[src/rtl/car_park_pkg.sv]
// Shared definitions for the multi-lane car park occupancy counter:
// lane FSM state encodings, sensor pattern constants and the lane
// next-state decode used by every lane instance.
package car_park_pkg;

    // Upper bound on lane count; sizes the per-cycle popcount.
    localparam int MAX_LANES = 8;
    localparam int POP_W     = $clog2(MAX_LANES + 1);

    // Lane direction FSM states. WAITING must stay 0 so a cleared
    // register is the idle lane.
    typedef enum logic [3:0] {
        S_WAITING  = 4'd0,
        S_IN1      = 4'd1,
        S_IN2      = 4'd2,
        S_IN3      = 4'd3,
        S_IN_DONE  = 4'd4,
        S_OUT1     = 4'd5,
        S_OUT2     = 4'd6,
        S_OUT3     = 4'd7,
        S_OUT_DONE = 4'd8
    } lane_state_e;

    // Filtered sensor patterns, packed as {a, b}.
    localparam logic [1:0] PAT_IDLE  = 2'b00;
    localparam logic [1:0] PAT_OUTER = 2'b10;
    localparam logic [1:0] PAT_BOTH  = 2'b11;
    localparam logic [1:0] PAT_INNER = 2'b01;

    // Next lane state for a filtered {a, b} pattern. Any pattern not
    // listed for a state (including two-bit jumps) holds the state.
    function automatic lane_state_e lane_next(input lane_state_e s,
                                              input logic [1:0]  ab);
        lane_state_e n;
        n = s;
        case (s)
            S_WAITING: begin
                if (ab == PAT_OUTER)      n = S_IN1;
                else if (ab == PAT_INNER) n = S_OUT1;
            end
            S_IN1: begin
                if (ab == PAT_BOTH)       n = S_IN2;
                else if (ab == PAT_IDLE)  n = S_WAITING;
            end
            S_IN2: begin
                if (ab == PAT_INNER)      n = S_IN3;
                else if (ab == PAT_OUTER) n = S_IN1;
            end
            S_IN3: begin
                if (ab == PAT_IDLE)       n = S_IN_DONE;
                else if (ab == PAT_BOTH)  n = S_IN2;
            end
            S_OUT1: begin
                if (ab == PAT_BOTH)       n = S_OUT2;
                else if (ab == PAT_IDLE)  n = S_WAITING;
            end
            S_OUT2: begin
                if (ab == PAT_OUTER)      n = S_OUT3;
                else if (ab == PAT_INNER) n = S_OUT1;
            end
            S_OUT3: begin
                if (ab == PAT_IDLE)       n = S_OUT_DONE;
                else if (ab == PAT_BOTH)  n = S_OUT2;
            end
            S_IN_DONE, S_OUT_DONE: n = S_WAITING;
            // Unused encodings recover to idle.
            default:                      n = S_WAITING;
        endcase
        return n;
    endfunction

endpackage

[src/rtl/car_park_lane.sv]
// One entry/exit lane: debounce of the a/b photo sensors, the direction
// FSM and the stall timeout. Emits registered one-cycle enter, exit and
// fault pulses.
module car_park_lane
    import car_park_pkg::*;
#(
    parameter int DB_CYCLES      = 4,
    parameter int TIMEOUT_CYCLES = 1000
) (
    input  logic clk,
    input  logic reset,
    input  logic a,
    input  logic b,
    output logic enter,
    output logic exit,
    output logic fault
);

    localparam int DB_W     = $clog2(DB_CYCLES + 1);
    localparam int DB_LAST  = DB_CYCLES - 1;
    localparam int TMO_W    = (TIMEOUT_CYCLES > 0) ? $clog2(TIMEOUT_CYCLES + 1) : 1;
    localparam int TMO_LAST = (TIMEOUT_CYCLES > 0) ? TIMEOUT_CYCLES - 1 : 0;

    logic [1:0]            raw;
    logic [1:0]            filt_q, filt_d;
    logic [1:0][DB_W-1:0]  db_cnt_q, db_cnt_d;

    lane_state_e           state_q, state_d, state_nx;
    logic [TMO_W-1:0]      tmo_q, tmo_d;
    logic                  enter_q, enter_d;
    logic                  exit_q, exit_d;
    logic                  fault_q, fault_d;

    assign raw = {a, b};

    // Debounce: a filtered bit flips only after DB_CYCLES consecutive
    // samples that disagree with it; any agreeing sample restarts the run.
    always_comb begin
        // NOTE: every always_comb output gets a default first, so no path
        // leaves it unassigned and no latch is inferred.
        filt_d   = filt_q;
        db_cnt_d = '0;
        for (int i = 0; i < 2; i++) begin
            if (raw[i] != filt_q[i]) begin
                if (db_cnt_q[i] == DB_W'(DB_LAST)) begin
                    filt_d[i] = raw[i];
                end else begin
                    db_cnt_d[i] = db_cnt_q[i] + DB_W'(1);
                end
            end
        end
    end

    // Direction FSM plus stall timeout; pulse outputs are decoded from
    // the next state so they are registered alongside it.
    always_comb begin
        state_nx = lane_next(state_q, filt_q);
        state_d  = state_nx;
        tmo_d    = '0;
        fault_d  = 1'b0;
        // The timer runs only while a non-idle state is held; any state
        // change or idling restarts it from zero.
        if ((TIMEOUT_CYCLES != 0) && (state_nx == state_q) && (state_q != S_WAITING)) begin
            if (tmo_q == TMO_W'(TMO_LAST)) begin
                state_d = S_WAITING;
                fault_d = 1'b1;
            end else begin
                tmo_d = tmo_q + TMO_W'(1);
            end
        end
        enter_d = (state_d == S_IN_DONE);
        exit_d  = (state_d == S_OUT_DONE);
    end

    // Lane state registers with synchronous reset.
    always_ff @(posedge clk) begin
        // NOTE: state uses non-blocking assignments so every flop samples
        // the pre-edge value of its inputs, independent of statement order.
        if (reset) begin
            filt_q   <= '0;
            db_cnt_q <= '0;
            state_q  <= S_WAITING;
            tmo_q    <= '0;
            enter_q  <= 1'b0;
            exit_q   <= 1'b0;
            fault_q  <= 1'b0;
        end else begin
            filt_q   <= filt_d;
            db_cnt_q <= db_cnt_d;
            state_q  <= state_d;
            tmo_q    <= tmo_d;
            enter_q  <= enter_d;
            exit_q   <= exit_d;
            fault_q  <= fault_d;
        end
    end

    assign enter = enter_q;
    assign exit  = exit_q;
    assign fault = fault_q;

endmodule

[src/rtl/car_park_multi_counter.sv]
// Multi-lane car park occupancy counter. Each lane decodes its own
// sensor pair; completed entries and exits are netted each cycle into a
// saturating occupancy count with full/empty flags and a clamp pulse.
module car_park_multi_counter
    import car_park_pkg::*;
#(
    parameter int  N_LANES        = 2,
    parameter int  CAPACITY       = 15,
    parameter int  DB_CYCLES      = 4,
    parameter int  TIMEOUT_CYCLES = 1000,
    localparam int CNT_W          = $clog2(CAPACITY + 1)
) (
    input  logic               clk,
    input  logic               reset,
    input  logic [N_LANES-1:0] a,
    input  logic [N_LANES-1:0] b,
    output logic [N_LANES-1:0] enter,
    output logic [N_LANES-1:0] exit,
    output logic [CNT_W-1:0]   count,
    output logic               full,
    output logic               empty,
    output logic [N_LANES-1:0] fault,
    output logic               sat_err
);

    // Signed headroom wide enough for count + MAX_LANES and for
    // 0 - MAX_LANES without wrapping.
    localparam int                      SUM_W = CNT_W + POP_W + 1;
    localparam logic signed [SUM_W-1:0] CAP_S = SUM_W'(CAPACITY);

    logic [POP_W-1:0]        n_in, n_out;
    logic signed [SUM_W-1:0] sum;
    logic [CNT_W-1:0]        count_q, count_d;
    logic                    sat_q, sat_d;

    for (genvar i = 0; i < N_LANES; i++) begin : g_lane
        car_park_lane #(
            .DB_CYCLES      (DB_CYCLES),
            .TIMEOUT_CYCLES (TIMEOUT_CYCLES)
        ) u_lane (
            .clk   (clk),
            .reset (reset),
            .a     (a[i]),
            .b     (b[i]),
            .enter (enter[i]),
            .exit  (exit[i]),
            .fault (fault[i])
        );
    end

    // Net all lane pulses this cycle and clamp the result into range.
    always_comb begin
        n_in  = '0;
        n_out = '0;
        for (int i = 0; i < N_LANES; i++) begin
            n_in  = n_in  + POP_W'(enter[i]);
            n_out = n_out + POP_W'(exit[i]);
        end
        sum = $signed(SUM_W'(count_q)) + $signed(SUM_W'(n_in)) - $signed(SUM_W'(n_out));

        count_d = count_q;
        sat_d   = 1'b0;
        if (sum[SUM_W-1]) begin
            count_d = '0;
            sat_d   = 1'b1;
        end else if (sum > CAP_S) begin
            count_d = CNT_W'(CAPACITY);
            sat_d   = 1'b1;
        end else begin
            count_d = sum[CNT_W-1:0];
        end
    end

    // Occupancy count and clamp pulse registers.
    always_ff @(posedge clk) begin
        if (reset) begin
            count_q <= '0;
            sat_q   <= 1'b0;
        end else begin
            count_q <= count_d;
            sat_q   <= sat_d;
        end
    end

    assign count   = count_q;
    assign full    = (count_q == CNT_W'(CAPACITY));
    assign empty   = (count_q == '0);
    assign sat_err = sat_q;

endmodule

[config.mk]
export PLATFORM = sky130hd
export DESIGN_NAME = car_park_multi_counter
export DESIGN_NICKNAME = d
export VERILOG_FILES = /design/src/rtl/car_park_pkg.sv /design/src/rtl/car_park_lane.sv /design/src/rtl/car_park_multi_counter.sv
export SDC_FILE = /design/constraint.sdc
export NUM_CORES = 1
export LEC_CHECK = 0
export CAP_MARGIN = 20
export CORE_MARGIN = 2
export CORE_UTILIZATION = 40
export DETAILED_ROUTE_END_ITERATION = 10
export DONT_BUFFER_PORTS = 1
export GPL_ROUTABILITY_DRIVEN = 0
export PLACE_DENSITY_LB_ADDON = 0.25
export SLEW_MARGIN = 20
export SYNTH_ARGS = -nofsm -noshare
export SYNTH_HDL_FRONTEND = slang
export SYNTH_SLANG_ARGS = --single-unit
[constraint.sdc]
create_clock -name clk -period 2.65 [get_ports clk]
set_input_delay 0.53 -clock clk [delete_from_list [all_inputs] [get_ports clk]]
set_output_delay 0.53 -clock clk [all_outputs]
set_load 0.01 [all_outputs]
==> Word level (Yosys, flattened, before mapping) <==
Cells that the tools add are included.
{ "op_classes": {"n_reduce_logical": 22, "n_lt_le_gt_ge": 1, "bitwise_logic": 6, "eq_ne": 35, "n_mux": 35, "addsub": 10} }
{ "op_table": {"columns": ["operator", "count"], "rows": [
  ["2-to-1 mux 4 bit", 29],
  ["case mux 4 bit (7 select lines)", 2],
  ["equality test 4 x 3 -> 1 bit, second input constant", 8],
  ["adder 10 x 1 -> 10 bit, second input constant", 2],
  ["equality test 10 bit, second input constant", 2],
  ["OR reduction 3 bit", 6],
  ["equality test 4 x 2 -> 1 bit, second input constant", 4],
  ["adder 3 x 1 -> 3 bit, second input constant", 4],
  ["equality test 3 x 2 -> 1 bit, second input constant", 4],
  ["equality test 4 bit, second input constant", 3],
  ["logical NOT 4 bit", 3],
  ["equality test 2 bit, second input constant", 4],
  ["equality test 4 x 1 -> 1 bit, second input constant", 2],
  ["equality test 4 bit", 2],
  ["AND reduction 2 bit", 4],
  ["nonzero test 4 bit", 2],
  ["greater-than comparator 6 x 5 -> 1 bit, second input constant", 1],
  ["inverter 1 bit", 6],
  ["OR reduction 2 bit", 3],
  ["subtractor 5 x 2 -> 6 bit", 1],
  ["adder 4 x 2 -> 5 bit", 1],
  ["adder 1 x 1 -> 2 bit", 2],
  ["equality test 2 x 1 -> 1 bit, second input constant", 2],
  ["logical NOT 2 bit", 2],
  ["3 further kinds", 10]
]} }
{ "word_totals": {"reg_bits": 55, "in_bits": 6, "output_inout_bits": 13} }

==> Logic depth before layout (Yosys ltp) <==
Gate-level depths: netlist of run 1.
{ "logic_depth": {"depth_word": 8, "ltp_mapped": 10} }

==> By module <==
A second synthesis of run 1 with hierarchy kept.
{ "unflattened": {"hier_cells": 287, "area_unflattened_um2": 2671.3} }
{ "modules_own_cells": {"columns": ["module", "area_per_inst_um2", "cells_per_inst", "instances", "seq_area_each_um2"], "rows": [
  ["car_park_lane (g_lane[1].u_lane)", 1114.8, 117, 1, 500.5],
  ["car_park_lane (g_lane[0].u_lane)", 1103.6, 118, 1, 500.5],
  ["car_park_multi_counter", 452.9, 52, 1, 100.1]
]} }

==> Worst setup path before layout of run 1 <==
OpenSTA, ideal clock, no wires.
{ "synth_path": {"path_kind": "register to register", "start": "register g_lane[0].u_lane.exit_q", "end": "register sat_q, in the netlist sat_err", "arrival_time_ps": 1983, "setup_time_ps": 132, "path_buffers": 0, "setup_slack_ps": 534, "synth_period_minus_slack_ps": 2116, "path_stages_with_launch": 11, "cell_sequence": "dfxtp_1 > inv_1 > fa_1 > inv_1 > fa_1 > inv_1 > ha_1 > a21oi_1 > o21bai_1 > xnor2_1 > a21oi_1"} }
{ "synth_via": {"elab_chain_cells": 5} }
{ "synth_rtl": {"columns": ["item", "line", "text"], "rows": [
  ["start, declared", "car_park_lane.sv:31", "logic exit_q, exit_d;"],
  ["start signal, assigned", "car_park_lane.sv:93", "exit_q <= exit_d;"],
  ["adder 1 x 1 -> 2 bit (*)", "car_park_multi_counter.sv:57", "n_out = n_out + POP_W'(exit[i]);"],
  ["subtractor 5 x 2 -> 6 bit (*)", "car_park_multi_counter.sv:59", "sum = $signed(SUM_W'(count_q)) + $signed(SUM_W'(n_in)) - $signed(SUM_W'(n_out));"],
  ["greater-than comparator 6 x 5 -> 1 bit", "car_park_multi_counter.sv:66", "end else if (sum > CAP_S) begin"],
  ["2-to-1 mux 1 bit", "car_park_multi_counter.sv:66", null],
  ["2-to-1 mux 1 bit (*)", "car_park_multi_counter.sv:63", "if (sum[SUM_W-1]) begin"],
  ["end signal, assigned", "car_park_multi_counter.sv:81", "sat_q <= sat_d;"],
  ["end, declared", "car_park_multi_counter.sv:34", "logic sat_q, sat_d;"]
]} }
Mark *: on every way between the ends. The rest lies on a longest branch, timed or not.
A chain may end at the register's enable or synchronous reset.

==> Worst setup path in the final report of run 1 <==
{ "layout_path": {"start": "register g_lane[0].u_lane.exit_q", "end": "register count_q[0], in the netlist count[0]"} }
{ "layout_via": {"elab_chain_cells": 4, "elab_cells_between_ends": 5, "cone_classes": "2 x add/sub; 1 x order compare; 1 x mux; 1 x reduce/logical"} }
{ "layout_rtl": {"columns": ["item", "line", "text"], "rows": [
  ["adder 1 x 1 -> 2 bit (*)", "car_park_multi_counter.sv:57", null],
  ["subtractor 5 x 2 -> 6 bit (*)", "car_park_multi_counter.sv:59", null],
  ["greater-than comparator 6 x 5 -> 1 bit", "car_park_multi_counter.sv:66", null],
  ["2-to-1 mux 4 bit", "car_park_multi_counter.sv:66", null],
  ["end signal, assigned", "car_park_multi_counter.sv:80", "count_q <= count_d;"],
  ["end, declared", "car_park_multi_counter.sv:33", "logic [CNT_W-1:0] count_q, count_d;"]
]} }
Marked as above.

==> results of run 1 <==
-- cells in the mapped netlist (2+ instances only) --
cell type | instances | area share
nand3_1 | 7 | 0.014
a31oi_1 | 3 | 0.0074
buf_4 | 8 | 0.024
or3_1 | 6 | 0.015
nand4b_1 | 2 | 0.0069
nand2b_1 | 6 | 0.015
ha_1 | 16 | 0.079
clkbuf_1 | 6 | 0.0089
fa_1 | 3 | 0.024
nand4_1 | 2 | 0.0049
a21oi_1 | 11 | 0.022
a211o_1 | 2 | 0.0069
nor2_1 | 46 | 0.068
nand2_1 | 15 | 0.022
nor3_1 | 12 | 0.024
and3_1 | 2 | 0.0049
dfxtp_1 | 55 | 0.43
mux2i_1 | 5 | 0.020
inv_1 | 25 | 0.037
xnor2_1 | 19 | 0.065
nor2b_1 | 4 | 0.0098
nand3b_1 | 2 | 0.0059
buf_2 | 3 | 0.0059
nor4_1 | 5 | 0.012
xor2_1 | 5 | 0.017
-- cell families after synthesis --
| family | after synthesis | share of synthesized area |
|---|---|---|
| flops | 55 | 0.4329 |
| fa+ha+maj | 19 | 0.1023 |
| compound gates | 22 | 0.05313 |
| xor+xnor | 24 | 0.08264 |
| simple gates | 116 | 0.2282 |
| buf+inv | 42 | 0.07526 |
| mux | 6 | 0.02558 |
-- flip-flops by register name, indices dropped and copies added (netlist names) --
name                    flops
g_lane.u_lane.exit          2
g_lane.u_lane.tmo_q        20
g_lane.u_lane.filt_q        4
count                       4
sat_err                     1
g_lane.u_lane.fault         2
g_lane.u_lane.enter         2
g_lane.u_lane.state_q       8
g_lane.u_lane.db_cnt_q     12
-- critical path, delay by kind of cell (launching register included) --
kind	cells	cell delay, ns
XOR/XNOR	1	0.24
buffers and inverters	3	0.19
adder cells (fa/ha/maj)	3	1.06
flip-flops	1	0.40
AO/OA/AOI/OAI	3	0.35
-- metal layers --
layer,up-vias,part of all wire
met5,-,0
met4,0,0.016
met3,7,0.041
met2,21,0.43
met1,778,0.51
li1,909,-
-- report_power, final --
group	leakage [nW]	switching (mW)	internal, mW
Combinational	0.437	0.137	0.100
Sequential	0.446	0.0512	0.869
Clock	0.0587	0.283	0.287
-- worst max-delay path by stage --
stage / end / depth (start not counted) / start
5_1_grt: count[0] / 10 / g_lane[0].u_lane.exit
2_1_floorplan: sat_err / 10 / g_lane[0].u_lane.exit
3_5_place_dp: count[0] / 10 / g_lane[0].u_lane.exit
6_report: count[0] / 10 / g_lane[0].u_lane.exit
3_3_place_gp: count[1] / 10 / g_lane[0].u_lane.exit
4_1_cts: count[0] / 10 / g_lane[0].u_lane.exit
-- through the flow --
step	area (um2)	power, mW	setup WS [ns]	hold slack (ns)	utilization
2_1_floorplan	2544	1.128	0.5341	0.3990	-
3_3_place_gp	2542	1.173	0.3536	0.4089	0.4074
3_5_place_dp	2542	1.178	0.3269	0.4170	0.4074
4_1_cts	2659	1.751	0.3170	0.2573	0.4260
5_1_grt	2659	1.828	0.1128	0.2516	0.4260
6_report	2659	1.728	0.3249	0.2711	0.4260
-- layout by cell type (no fill, tap or decap), drive strengths merged, types with 2 or more instances in the layout --
| cell type | count |
|---|---|
| ha | 16 |
| nor2 | 46 |
| nand2 | 15 |
| nand4b | 2 |
| xor2 | 5 |
| nand3 | 7 |
| dfxtp | 55 |
| nor3 | 12 |
| a21oi | 11 |
| fa | 3 |
| a31oi | 3 |
| xnor2 | 19 |
| nand3b | 2 |
| nand2b | 6 |
| inv | 26 |
| mux2i | 5 |
| a211o | 2 |
| clkbuf | 5 |
| nor2b | 4 |
| nand4 | 2 |
| or3 | 6 |
| nor4 | 6 |
| and3 | 2 |
-- final cells by class --
| type | count | area, um2 |
|---|---|---|
| Fill cell | 631 | 3582 |
| Tap cell | 77 | 96.34 |
| Clock inverter | 3 | 47.55 |
| Sequential cell | 55 | 1101 |
| Multi-Input combinational cell | 187 | 1251 |
| Clock buffer | 5 | 68.82 |
| Inverter | 25 | 93.84 |
==> impl_metrics.yaml, run 1 <==
status:
  status: "completed"
sta:
  fin_skew_ns: 0.01158
  finalHoldViolCount: 0
  post-route-period-util: 0.8774
  fin_crit_ns: 2.325
  worst_pin_slew_ns: 0.3880
  max_freq_mhz: 430.1
  rsz0062_at_grt: "false"
  slew_headroom: 0.7395
  setup_viol_count_final: 0
  setup_tns_ns: 0
  report.final.slew_viol_count: 0
setup_path:
  worst-path-max-fanout: 5
  critPathMostFrequentCell: "inv_1"
  critical_path_class: "flop to flop"
  crit_arrival_ns: 2.53
  crit_path_max_incr_delay_ns: 0.54
  setup.worst_path.end_class: "flop"
  reg2regPathDepth: 10
  crit_required_ns: 2.85
  r2r_slack_ns: 0.32
  cpMaxStageDelayCell: "fa_1"
  r2r-end: "count[0]"
  startpoint_type: "flop"
  r2r-start: "g_lane[0].u_lane.exit"
  crit_chain: "inv_1 -> fa_1 -> inv_1 -> fa_1 -> inv_1 -> ha_1 -> a21oi_1 -> o21bai_1 -> xnor2_1 -> a21oi_1"
final_layout:
  nets: 299
  syn2layout_area_growth_pct: 4.525
  layout.cells.non_filler: 352
  insertedDiodeCount: 0
  drive_above_1_share: 0.04727
global_route:
  use_met1: 0.1602
  busiest_layer: "met2"
  grt_max_degree: 21
  grt_pass1_vias: 1637
  antenna_found_initial: 0
  grt-ovfl-total: 0
  grt.total_usage: 0.1254
  met2_usage: 0.1985
  grt_pass1_wl_um: 7169
  met3_usage: 0.04154
clock_network:
  htree_levels: 2
  cts_root_buf: "clkbuf_8"
  cts_setup_buffers: 0
  clkSinkCount: 55
  cts_resized: 0
  clkSlewWorstSetupHoldPaths_ns: 0.11
  cts_buffer_depth: 2
  cts_buffers: 5
  ctsHoldBuffers: 0
  cts_tree: "yes"
  clock_latency_ns: 0.31
drt:
  drc: 0
  dr.pass1.iters: 4
  post_drt_wl_per_cell_um: 11.14
  routed_via_density: 4.872
  antenna_left: 0
  drt-total-wl_um: 3921
  vias: 1715
  drt_iter0_drc: 82
synthesis:
  ys_warn_count: 0
  async_flop_share: 0
  synthCells: 284
  syn_area_um2: 2544
  synthFlopType: "dfxtp_1"
  syn_avg_cell_area_um2: 8.957
  synth-edff-count: 0
  post_synth_num_cell_types: 39
  synth_nets: 309
  synth-seq-cells: 55
  seq_area_frac_synth: 0.4329
place:
  port_buffers: 0
  dp_cells: 344
  hpwl_um: 2826
die:
  die_x_um: 83.75
  io_pins: 19
  start_util: 0.4076
  rows: 29
  core_um2: 6241
  die_y_um: 83.75
  dieArea_um2: 7013
hold_path:
  hold_end: "sat_err"
  hp-class: "input pin to flop"
  min_from: "reset"
  worstHoldPathCells: 1
power:
  peakVddDrop_uv: 371.6
  power_leakage_nw: 0.9410
  powerDensity_nw_per_um2: 649.8
run:
  drv_cap: 0
No activity file was read; power rests on OpenSTA's default activity.
==> run 2: changes to the inputs <==
--- a/config.mk
+++ b/config.mk
@@ -15,4 +15,5 @@
 export SLEW_MARGIN = 20
 export SYNTH_ARGS = -nofsm -noshare
 export SYNTH_HDL_FRONTEND = slang
+export SYNTH_HIERARCHICAL = 1
 export SYNTH_SLANG_ARGS = --single-unit
==> run 2 against run 1 <==
Net effect: the flow now finishes with violations (design-rule violations); critical path type unchanged; clock skew fell by 0.0032 ns; final cell count grew 4.0%; highest routed layer unchanged; synthesized cell count grew 1.1%; global-route usage decreased by 0.064 points; first-iteration DRC count is 44% lower; area after synthesis increased by 5.0%.
==> impl_metrics.yaml, run 2 <==
place:
  port_buffers: 0
  pre_cts_ws_ns: -0.05619
  hpwl_um: 3084
synthesis:
  async_flop_share: 0
  synth_top_area_share: 0.4122
  syn_avg_cell_area_um2: 9.308
  syn_area_um2: 2671
  yosysMostFrequentCell: "dfxtp_1"
  yosys.area.top_type: "dfxtp_1"
  post_synth_num_cell_types: 41
  seq_area_frac_synth: 0.4122
  synth-seq-cells: 55
  synth_area_leaders: "dfxtp_1, ha_1, nor2_1"
  ys_warn_count: 6
  synthFlopType: "dfxtp_1"
  synthTopCellsByCount: "dfxtp_1, nor2_1, inv_1"
  synth_nets: 312
  synthCells: 287
  synth-edff-count: 0
drt:
  routed_via_density: 4.973
  vias: 1820
  drc: 3
  drt-total-wl_um: 4205
  antenna_left: 0
  post_drt_wl_per_cell_um: 11.49
  drt_iter0_drc: 46
  dr.pass1.iters: 7
die:
  die_x_um: 85.72
  rows: 29
  core_um2: 6422
  io_pins: 19
  dieArea_um2: 7348
  die_y_um: 85.72
  start_util: 0.4159
power:
  power_leakage_nw: 1.067
  p_total_mw: 1.999
  powerDensity_nw_per_um2: 691.1
  peakVddDrop_uv: 279.8
setup_path:
  crit_buf_inv: 4
  worst-path-max-fanout: 4
  startpoint_type: "flop"
  cpMaxStageDelayCell: "fa_1"
  crit_required_ns: 2.88
  critical_path_class: "flop to flop"
  critPathMostFrequentCell: "inv_1"
  crit_arrival_ns: 2.79
  crit_path_max_incr_delay_ns: 0.50
  cp_top_family: "adder cells"
  setup.worst_path.end_class: "flop"
  crit_chain: "inv_1 -> fa_1 -> inv_1 -> fa_1 -> inv_1 -> ha_2 -> inv_1 -> fa_2 -> and2_4 -> or2_4 -> a211oi_1"
final_layout:
  largest_reg_flops: 20
  regMostFlops: "g_lane.u_lane/tmo_q"
  nets: 313
  mostFrequentLayoutCells: "dfxtp_1, nor2_1, inv_1"
  regArea_um2: 1104
  multi_input_area_um2: 1429
  insertedDiodeCount: 0
  fin_util: 0.4504
  drive_above_1_share: 0.09343
  nFillCells: 642
  final_common_cell: "dfxtp_1"
  syn2layout_area_growth_pct: 8.290
  top_regs: "g_lane.u_lane/tmo_q: 20 flops, g_lane.u_lane/db_cnt_q: 12 flops, g_lane.u_lane/state_q: 8 flops"
global_route:
  met2_usage: 0.1918
  grt_pass1_wl_um: 7362
  met3_usage: 0.03946
  grt_pass1_vias: 1666
  busiest_layer: "met2"
  grt_max_degree: 25
  grt-ovfl-total: 0
  use_met1: 0.1696
  grt.total_usage: 0.1247
  antenna_found_initial: 0
sta:
  max_freq_mhz: 389.9
  fin_crit_ns: 2.565
  report.final.slew_viol_count: 0
  worst_pin_slew_ns: 0.4188
  setup_tns_ns: 0
  fin_ws_ns: 0.08550
  slew_headroom: 0.7204
  rsz0062_at_grt: "true"
  fin_skew_ns: 0.008363
  post-route-period-util: 0.9677
  hold_ws_ns: 0.2826
  setup_viol_count_final: 0
  finalHoldViolCount: 0
clock_network:
  clkSinkCount: 55
  clkSlewWorstSetupHoldPaths_ns: 0.10
  htree_levels: 2
  cts_buffers: 5
  cts_tree: "yes"
  clock_latency_ns: 0.30
  cts_setup_buffers: 0
  cts_root_buf: "clkbuf_8"
  cts_buffer_depth: 2
status:
  violations: "design-rule violations"
  status: "finished with violations"
hold_path:
  hp-class: "input pin to flop"
run:
  drv_cap: 0
## run 2: cell types whose count changed after synthesis, sizes merged, moves of 5 or more
cell    previous run  this run
a21oi             11         2
nor3b              1         8
a211oi             1         7
and3               2         7
nand2             15        10
## run 2: path summary, 6_finish.rpt
path	from	endpoint	slack (ns)	cells after the start
setup / recovery	g_lane[0].u_lane/exit	count[1]	0.09	11
hold / removal	reset	sat_err	0.28	1
setup reg to reg	g_lane[0].u_lane/exit	count[1]	0.09	11
hold reg to reg	g_lane[1].u_lane/db_cnt_q[0]	g_lane[1].u_lane/db_cnt_q[0]	0.42	1
## run 2: report_power, final
group	internal (mW)	switching (mW)	total (mW)
registers	0.869	0.0478	0.917
clock network	0.377	0.269	0.645
logic	0.184	0.253	0.437
total	1.43	0.569	2.00
## run 2: kinds of logic (layout without fill, tap and decap cells)
kind of cell               count (synthesis)  count (layout)  synth area share
and+or+nand+nor                          124             124            0.2464
DFF                                       55              55            0.4122
buffers and inverters                     36              38           0.06791
AOI/OAI and AO/OA                         24              24           0.06417
xor gates and xnor gates                  23              23           0.08946
adders and majority gates                 19              19           0.09742
muxes                                      6               6           0.02248
## run 2: area by class of cell
| class | instances | share of cell area |
|---|---|---|
| multi-input combinational | 196 | 0.4939 |
| sequential | 55 | 0.3815 |
| inverter | 26 | 0.03374 |
| tap | 77 | 0.03330 |
| clock buffer | 5 | 0.02379 |
| clock inverter | 3 | 0.02336 |
| timing repair buffer | 4 | 0.01038 |
## run 2: metrics by stage
step	std cells	instance area (um2)
after detailed placement	358	2715
final	366	2893
after CTS	366	2854
after floorplan	287	2673
after global placement	358	2715
after global routing	366	2893
## run 2: timing repair
| item | in CTS | in global routing |
|---|---|---|
| setup endpoints to repair | 5 | 5 |
| pin swaps | 0 | 0 |
| resized for setup | 1 | 10 |
| hold buffers | 0 | 0 |
## run 2: layer usage
metal	share of wire	vias to the layer above
met2	0.44	25
li1	-	969
met4	0.011	0
met3	0.045	4
met5	0	-
met1	0.50	822
==> run 3: changes to the inputs <==
--- a/config.mk
+++ b/config.mk
@@ -6,6 +6,7 @@
 export NUM_CORES = 1
 export LEC_CHECK = 0
 export CAP_MARGIN = 20
+export CORE_ASPECT_RATIO = 0.75
 export CORE_MARGIN = 2
 export CORE_UTILIZATION = 40
 export DETAILED_ROUTE_END_ITERATION = 10
==> constraint.sdc (replaced) <==
create_clock -name clk -period 2.87 [get_ports clk]
set_input_delay 0.574 -clock clk [delete_from_list [all_inputs] [get_ports clk]]
set_output_delay 0.574 -clock clk [all_outputs]
set_load 0.01 [all_outputs]
==> run 3 against run 2 <==
Net effect: the flow now finishes without violations; flip-flop and latch count did not move; sequential power down 7.5%; utilization shrank 0.12 points; hold slack better by 0.051 ns; fmax down 4.9%; sequential share of layout area grew 0.31 points; count of clock-buffer cells in the layout unchanged; clock power fell by 6.7%; setup slack improved by 0.087 ns; critical path type unchanged.
==> impl_metrics.yaml, run 3 (synthesis results as in run 2) <==
status:
  status: "completed"
die:
  rows: 25
  die_x_um: 98.36
  io_pins: 19
  core_um2: 6381
  die_y_um: 74.77
  start_util: 0.4186
  dieArea_um2: 7354
sta:
  max_freq_mhz: 370.8
  report.final.slew_viol_count: 0
  setup_tns_ns: 0
  fin_crit_ns: 2.697
  fin_skew_ns: 0.006842
  setup_viol_count_final: 0
  worst_pin_slew_ns: 0.6810
  post-route-period-util: 0.9398
  slew_headroom: 0.5342
  rsz0062_at_grt: "false"
  finalHoldViolCount: 0
power:
  combPwrFrac: 0.202
  peakVddDrop_uv: 279.9
  pwr-share-seq: 0.467
  power_leakage_nw: 1.057
  powerDensity_nw_per_um2: 633.9
  p_total_mw: 1.817
  p_int_mw: 1.303
  power.switching_mw: 0.5146
  swShare: 0.2832
  p_clk_frac: 0.331
clock_network:
  clkSlewWorstSetupHoldPaths_ns: 0.10
  clkSinkCount: 55
  cts_resized: 0
  cts_buffers: 5
  cts_setup_buffers: 0
  cts_buffer_depth: 2
  htree_levels: 2
  cts_tree: "yes"
  ctsHoldBuffers: 0
  cts_root_buf: "clkbuf_8"
  clock_latency_ns: 0.30
drt:
  vias: 1813
  post_drt_wl_per_cell_um: 11.79
  drt_iter0_drc: 87
  drt-total-wl_um: 4349
  dr.pass1.iters: 4
  drc: 0
  routed_via_density: 4.913
  antenna_left: 0
setup_path:
  r2r-start: "g_lane[1].u_lane/enter"
  reg2regPathDepth: 10
  setup.worst_path.end_class: "flop"
  crit_required_ns: 3.09
  critical_path_class: "flop to flop"
  r2r-end: "count[0]"
  worst-path-max-fanout: 4
  startpoint_type: "flop"
  r2r_slack_ns: 0.17
  crit_arrival_ns: 2.92
hold_path:
  worstHoldPathCells: 1
  hold_end: "sat_err"
  min_from: "reset"
  hp-class: "input pin to flop"
global_route:
  grt_pass1_wl_um: 7010
  grt-ovfl-total: 0
  antenna_found_initial: 0
  grt_max_degree: 25
  grt_pass1_vias: 1523
  grt.total_usage: 0.1185
final_layout:
  largest_reg_flops: 20
  regMostFlops: "g_lane.u_lane/tmo_q"
  nets: 312
  nFillCells: 629
  final_common_cell: "dfxtp_1"
  drive_above_1_share: 0.07986
  mostFrequentLayoutCells: "dfxtp_1, nor2_1, inv_1"
  insertedDiodeCount: 0
  syn2layout_area_growth_pct: 7.307
  top_regs: "g_lane.u_lane/tmo_q: 20 flops, g_lane.u_lane/db_cnt_q: 12 flops, g_lane.u_lane/state_q: 8 flops"
place:
  port_buffers: 0
  hpwl_um: 3191
run:
  drv_cap: 0
## run 3: cell count changes in the layout (fill, tap and decap cells not counted), sizes merged
| cell | change |
|---|---|
| buf | -1 |
## run 3: final cells by class
| class | count | area (um2) | area share |
|---|---|---|---|
| Clock inverter | 3 | 67.56 | 0.02357 |
| Clock buffer | 5 | 68.82 | 0.02401 |
| Multi-Input combinational cell | 196 | 1406 | 0.4906 |
| Timing Repair Buffer | 3 | 22.52 | 0.007857 |
| Sequential cell | 55 | 1102 | 0.3845 |
| Inverter | 26 | 97.59 | 0.03405 |
| Tap cell | 81 | 101.3 | 0.03536 |
## run 3: worst max path at each step
stage                                      start       end  slack [ns]  cells after the start
final                     g_lane[1].u_lane/enter  count[0]        0.17                     10
after CTS                 g_lane[1].u_lane/enter   sat_err        0.05                     10
after floorplan            g_lane[0].u_lane/exit   sat_err        0.21                     11
after global routing       g_lane[0].u_lane/exit  count[0]        0.03                     11
after detailed placement  g_lane[1].u_lane/enter   sat_err        0.07                     10
after global placement    g_lane[1].u_lane/enter   sat_err        0.17                     10
## run 3: per-stage QoR
| step | utilization | instances | hold slack, ns | setup WS [ns] | area [um2] |
|---|---|---|---|---|---|
| after floorplan | - | 287 | 0.3990 | 0.2068 | 2671 |
| after global placement | 0.4249 | 361 | 0.4079 | 0.1653 | 2711 |
| after detailed placement | 0.4249 | 361 | 0.4102 | 0.06825 | 2711 |
| after CTS | 0.4463 | 369 | 0.3144 | 0.05383 | 2848 |
| after global routing | 0.4492 | 369 | 0.3059 | 0.02657 | 2867 |
| final | 0.4492 | 369 | 0.3340 | 0.1728 | 2867 |
## run 3: layer usage
metal	part of all wire	routed length, um	up-vias	global-route usage
met5	0	0	-	0
met2	0.39	1715	21	0.1663
met4	0.0083	36	0	0.03653
li1	-	-	967	-
met1	0.56	2419	821	0.1731
met3	0.041	177	4	0.03900
## run 3: power by group through the flow
stage	clock [mW]	combinational, mW	sequential [mW]
floorplan	0	0.255	0.868
global placement	0	0.336	0.867
detailed placement	0	0.330	0.867
CTS	0.623	0.333	0.849
global route	0.650	0.410	0.853
finish	0.602	0.367	0.848
## run 3: critical path, cell delays in order (launching register included)
cell and delay (ns):
dfxtp_2 0.36, fa_1 0.54, inv_1 0.05, fa_1 0.35, inv_1 0.06, ha_2 0.17
inv_1 0.05, fa_2 0.34, and2_1 0.19, or2_2 0.32, a211oi_1 0.18
